`src/rtl/nco_pkg.sv`:
```
// Shared NCO widths and state encoding, common to nco_core and the main control FSM.
package nco_pkg;

  localparam int NCO_DATA_W  = 8;
  localparam int NCO_ADDR_W  = 8;
  localparam int NCO_FREQ_W  = 14;
  localparam int NCO_PHASE_W = 20;

  typedef enum logic [1:0] {
    S_IDLE = 2'd0,
    S_LOAD = 2'd1,
    S_RUN  = 2'd2
  } nco_state_t;

endpackage

```
`src/rtl/nco_lut_ram.sv`:
```
// Waveform table: one write port, one registered read port; the array itself is never reset.
module nco_lut_ram #(
  parameter int DATA_W = 8,
  parameter int ADDR_W = 8
) (
  input  logic              clk,
  input  logic              reset_n,
  input  logic              we,
  input  logic [ADDR_W-1:0] waddr,
  input  logic [DATA_W-1:0] wdata,
  input  logic              re,
  input  logic [ADDR_W-1:0] raddr,
  output logic [DATA_W-1:0] rdata
);

  logic [DATA_W-1:0] mem [0:(2**ADDR_W)-1];

  // Table write port.
  always_ff @(posedge clk) begin
    if (we) begin
      mem[waddr] <= wdata;
    end
  end

  // Read register clears on reset and holds its value while no read is issued.
  always_ff @(posedge clk) begin
    if (!reset_n) begin
      rdata <= {DATA_W{1'b0}};
    end else if (re) begin
      rdata <= mem[raddr];
    end else begin
      rdata <= rdata;
    end
  end

endmodule

```
`src/rtl/nco_core.sv`:
```
// NCO core: loads a waveform table from the control write stream, then plays it back
// through a phase accumulator whose step is only updated at period boundaries.
module nco_core
  import nco_pkg::*;
#(
  parameter int DATA_W  = NCO_DATA_W,
  parameter int ADDR_W  = NCO_ADDR_W,
  parameter int FREQ_W  = NCO_FREQ_W,
  parameter int PHASE_W = NCO_PHASE_W
) (
  input  logic              clk,
  input  logic              reset_n,
  input  logic              en_i,
  input  logic              nco_we_i,
  input  logic [DATA_W-1:0] nco_data_i,
  input  logic [FREQ_W-1:0] nco_freq_step_i,
  output logic [DATA_W-1:0] sample_o,
  output logic              sample_vld_o,
  output logic              wrap_o,
  output logic              loaded_o,
  output logic              wr_drop_o
);

  nco_state_t         state;
  logic [ADDR_W-1:0]  wr_ptr;
  logic [PHASE_W-1:0] phase_q;
  logic [FREQ_W-1:0]  step_q;
  logic [PHASE_W:0]   phase_sum;

  logic               ram_we;
  logic [ADDR_W-1:0]  ram_waddr;
  logic               ram_re;
  logic [ADDR_W-1:0]  ram_raddr;

  // Extra top bit captures the accumulator carry-out that marks a period boundary.
  assign phase_sum = {1'b0, phase_q} + {{(PHASE_W + 1 - FREQ_W){1'b0}}, step_q};
  assign ram_raddr = phase_q[PHASE_W-1 -: ADDR_W];

  // Table port control: writes only outside S_RUN, reads only in S_RUN.
  always_comb begin
    ram_we    = 1'b0;
    ram_waddr = {ADDR_W{1'b0}};
    ram_re    = 1'b0;
    case (state)
      S_IDLE: begin
        ram_we    = nco_we_i;
        ram_waddr = {ADDR_W{1'b0}};
      end
      S_LOAD: begin
        ram_we    = nco_we_i;
        ram_waddr = wr_ptr;
      end
      S_RUN: begin
        ram_re = 1'b1;
      end
      default: begin
        ram_we = 1'b0;
        ram_re = 1'b0;
      end
    endcase
  end

  nco_lut_ram #(
    .DATA_W(DATA_W),
    .ADDR_W(ADDR_W)
  ) u_lut (
    .clk    (clk),
    .reset_n(reset_n),
    .we     (ram_we),
    .waddr  (ram_waddr),
    .wdata  (nco_data_i),
    .re     (ram_re),
    .raddr  (ram_raddr),
    .rdata  (sample_o)
  );

  // Control FSM, phase accumulator and status flags.
  always_ff @(posedge clk) begin
    if (!reset_n) begin
      state        <= S_IDLE;
      wr_ptr       <= {ADDR_W{1'b0}};
      phase_q      <= {PHASE_W{1'b0}};
      step_q       <= {FREQ_W{1'b0}};
      sample_vld_o <= 1'b0;
      wrap_o       <= 1'b0;
      loaded_o     <= 1'b0;
      wr_drop_o    <= 1'b0;
    end else begin
      sample_vld_o <= (state == S_RUN);
      case (state)
        S_IDLE: begin
          wrap_o <= 1'b0;
          if (nco_we_i) begin
            wr_ptr   <= {{(ADDR_W-1){1'b0}}, 1'b1};
            loaded_o <= 1'b0;
            state    <= S_LOAD;
          end else if (en_i && loaded_o) begin
            phase_q <= {PHASE_W{1'b0}};
            step_q  <= nco_freq_step_i;
            state   <= S_RUN;
          end else begin
            state <= S_IDLE;
          end
        end
        S_LOAD: begin
          wrap_o <= 1'b0;
          if (nco_we_i) begin
            if (wr_ptr == {ADDR_W{1'b1}}) begin
              wr_ptr   <= {ADDR_W{1'b0}};
              loaded_o <= 1'b1;
              state    <= S_IDLE;
            end else begin
              wr_ptr <= wr_ptr + {{(ADDR_W-1){1'b0}}, 1'b1};
            end
          end else begin
            state <= S_LOAD;
          end
        end
        S_RUN: begin
          if (nco_we_i) begin
            wr_drop_o <= 1'b1;
          end else begin
            wr_drop_o <= wr_drop_o;
          end
          if (!en_i) begin
            phase_q <= {PHASE_W{1'b0}};
            wrap_o  <= 1'b0;
            state   <= S_IDLE;
          end else begin
            phase_q <= phase_sum[PHASE_W-1:0];
            wrap_o  <= phase_sum[PHASE_W];
            // New step is picked up only on the carry, keeping each period whole.
            if (phase_sum[PHASE_W]) begin
              step_q <= nco_freq_step_i;
            end else begin
              step_q <= step_q;
            end
          end
        end
        default: begin
          wrap_o <= 1'b0;
          state  <= S_IDLE;
        end
      endcase
    end
  end

endmodule

```
`config.mk`:
```
export PLATFORM = sky130hd
export DESIGN_NAME = nco_core
export DESIGN_NICKNAME = d
export VERILOG_FILES = /design/src/rtl/nco_pkg.sv /design/src/rtl/nco_lut_ram.sv /design/src/rtl/nco_core.sv
export SDC_FILE = /design/constraint.sdc
export NUM_CORES = 2
export LEC_CHECK = 0
export ABC_AREA = 1
export CORE_MARGIN = 2
export CORE_UTILIZATION = 25
export CTS_CLUSTER_DIAMETER = 100
export DETAILED_ROUTE_END_ITERATION = 6
export HOLD_SLACK_MARGIN = 0.06
export PLACE_DENSITY = 0.47
export SLEW_MARGIN = 30
export SYNTH_ARGS = -nofsm -noshare
export SYNTH_HDL_FRONTEND = slang
export SYNTH_HIERARCHICAL = 1
export SYNTH_SLANG_ARGS = --single-unit
```
`constraint.sdc`:
```
create_clock -name clk -period 2.6 [get_ports clk]
set_input_delay 0.26 -clock clk [delete_from_list [all_inputs] [get_ports clk]]
set_output_delay 0.26 -clock clk [all_outputs]
set_load 0.1 [all_outputs]
```
==> results.sh <==
export IMPL_outcome="complete, no violations"
export IMPL_grtUsageTotal_pct=15.2
export IMPL_pin_count=38
export IMPL_skew_ns=0.0891
export IMPL_syn_inst=7499
export IMPL_critPathCaptureType="register"
export IMPL_viasPerCell=4.64
export IMPL_clk_pin_slew_worst_paths_ns=0.06
export IMPL_fin_util_pct=30.6
export IMPL_setup_tns_ns=0
export IMPL_total_power_w=0.0702
export IMPL_synthFlopType="edfxtp_1"
export IMPL_via_count=59300
export IMPL_drc=0
export IMPL_cp_common_cell="buf_4"
export IMPL_min_path_type="in2reg"
export IMPL_die_w_um=593
export IMPL_cts_max_level=4
export IMPL_io_buffer_count=37
export IMPL_wirelength_um=276000
export IMPL_grt_setup_unrepaired="yes"
export IMPL_synth_edf_count=2048
export IMPL_drive_above_1_share_pct=14.7
export IMPL_cp_cell_sequence="inv_2, nand2_1, buf_4, buf_4, nor2_2, nand2_1, inv_1, nand2_1, buf_4, nor2_2, buf_4"
export IMPL_finalHoldViolations=0
export IMPL_antenna_left=0
export IMPL_nets=8056
export IMPL_ys_types=45
export IMPL_cts_buffers=231
export IMPL_coreArea_mm2=0.345
export IMPL_crit_required_ns=3.15
export IMPL_cellPowerDensity_mw_per_mm2=664
export IMPL_critical_path_class="reg2reg"
export IMPL_die_area_mm2=0.351
export IMPL_yosysWarnings=6
export IMPL_antenna_found_initial=12
export IMPL_drtPass1Iterations=6
export IMPL_startpoint_type="register"
export IMPL_setup_viol=0
export IMPL_fmax_mhz=385
export IMPL_die_h_um=593
export IMPL_yosysTopAreaCell="edfxtp_1"
export IMPL_grt_pass1_wl_um=398000
export IMPL_cp_max_fo=15
export IMPL_post_dp_hpwl_um=169000
export IMPL_gr_total_overflow=0
export IMPL_gp_congestion=0.846
export IMPL_layout_commonest_cell="nand2_1"
export IMPL_cap_violations=0
export IMPL_mostFrequentLayoutCells="nand2_1 (2231), edfxtp_1 (2048), nand3_1 (2006)"
export IMPL_ys_seq_area_share_pct=72.3
export IMPL_ys_ff_latch=2104
export IMPL_grt_pass1_vias=57900
export IMPL_cts_sinks=2104
export IMPL_slew_viol_final=0
export IMPL_syn_area_per_cell_um2=11.5
export IMPL_crit_buf_inv=6
export IMPL_synthArstFlopShare_pct=0
export IMPL_cts_tree="done"
export IMPL_p_leak_nw=37.2
export IMPL_ir_drop_mv=0.562
export IMPL_clk_latency_ns=0.93
export IMPL_syn_area_mm2=0.0866
export IMPL_syn_num_nets=7541
export IMPL_area_growth_synth_to_final_pct=22.1
export IMPL_grt_max_degree=80
export IMPL_placedInstanceArea_mm2=0.0972
export IMPL_crit_arrival_ns=3.15
export IMPL_initial_utilization_pct=25.1
export IMPL_fin_hold_ws_ns=0.226
export IMPL_worst_pin_slew_ns=1.06
export IMPL_cpLargestDelayFamily="buffers and inverters"
export IMPL_critPathSlowestCell="dfxtp_1"
export IMPL_final_cell_area_mm2=0.106
export IMPL_cpPeakStageDelay_ns=0.32
export IMPL_synth_top_cell_area_share_pct=71.0
export IMPL_fin_crit_ns=2.60
export IMPL_clk_path_buf_depth=4
export IMPL_fp_row_count=216
export IMPL_min_period_over_period_pct=100
export IMPL_synthTopCellsByArea="edfxtp_1 (71%), nand3_1 (12%), nand2_1 (9.7%), buf_2 (1.7%), nor2_1 (1.5%)"
export IMPL_slew_headroom_pct=28.6
export IMPL_drtIter0Drc=5861
export IMPL_clockRootBuffer="clkbuf_16"
export IMPL_wl_per_cell_um=21.6
sequential cells by signal, summed over array words and instances (netlist names):
signal and cells:
u_lut/mem 2048, phase_q 20, step_q 14, u_lut/rdata 8, wr_ptr 8, state 2
loaded_o 1, sample_vld_o 1, wr_drop_o 1, wrap_o 1
Yosys cell counts, types with 5 or more instances:
master	n
nand2_1	2244
nand3_1	2060
edfxtp_1	2048
nor2_1	353
buf_2	292
clkbuf_1	119
inv_1	101
dfxtp_1	56
a21oi_1	42
buf_4	38
buf_1	32
ha_1	15
buf_6	13
a21oi_2	12
inv_2	9
o21ai_0	8
nand2_2	7
nand3_2	6
nand4_1	5
routing by layer:
layer  global-route usage, %  part of all wire, %  vias up
li1                        -                    -    27500
met1                    20.7                   44    29500
met2                    25.3                   47     1870
met3                    2.09                  6.1      390
met4                    4.03                  2.6        2
met5                       0               0.0058        -
power breakdown:
| group | switching (W) | total, W | internal, W |
|---|---|---|---|
| registers | 0.00000448 | 0.0372 | 0.0372 |
| clock network | 0.0135 | 0.0319 | 0.0184 |
| logic | 0.000886 | 0.00114 | 0.000252 |
| total | 0.0144 | 0.0702 | 0.0558 |
tightest hold or removal path: cells and delay by family:
family / cells / cell delay [ns]
AOI/OAI and AO/OA: 1 / 0.09
buffers and inverters: 2 / 0.59
and+or+nand+nor: 1 / 0.10
metrics by stage:
step / setup WS (ns) / cells
after global placement: -0.652 / 12300
after detailed placement: -0.562 / 12300
final: 0.00103 / 12800
after floorplan: 0.380 / 7499
after global routing: -0.124 / 12800
after CTS: -0.0539 / 12800
layout make-up:
cell class	instances	area [µm²]
diodes	6	15.0
inverters	111	450
multi-input cells	4787	21500
repair inverters	1	11.3
fillers	35100	240000
clock buffers	284	6090
well taps	4578	5730
repair buffers	778	8230
clock inverters	131	1140
flip-flops and latches	2104	62600
cells by family (layout without fill, tap and decap cells):
family                     Yosys count  count (layout)  synth area share [%]
and+or+nand+nor                   4697            4697                  23.5
adders and majority gates           16              16                 0.240
AOI/OAI and AO/OA                   72              72                 0.507
DFF                               2104            2104                  72.3
xor gates and xnor gates             2               2                0.0202
other                                0               6                     0
buffers and inverters              608            1305                  3.39
final timing paths:
| check | start | end | slack [ns] | cells past startpoint |
|---|---|---|---|---|
| worst min-delay path | nco_we_i | wr_ptr[0]$_SDFFE_PN0P_ | 0.23 | 4 |
| worst min register to register | phase_q[6]$_SDFFE_PN0P_ | phase_q[6]$_SDFFE_PN0P_ | 0.47 | 2 |
| worst max register to register | state[1]$_SDFFE_PN0P_ | u_lut/mem[242][5]$_DFFE_PP_ | 0.001 | 11 |
| worst max-delay path | state[1]$_SDFFE_PN0P_ | u_lut/mem[242][5]$_DFFE_PP_ | 0.001 | 11 |
what timing repair did:
action / in CTS / in global routing
gates cloned: 5 / 9
pin swaps: 1 / 1
setup endpoints to repair: 1154 / 969
hold buffers: 22 / 0
gates resized for setup: 61 / 81
setup buffers: 6 / 5
endpoints found under the hold margin: 545 / 0
Power figures use the tool's default switching activity.
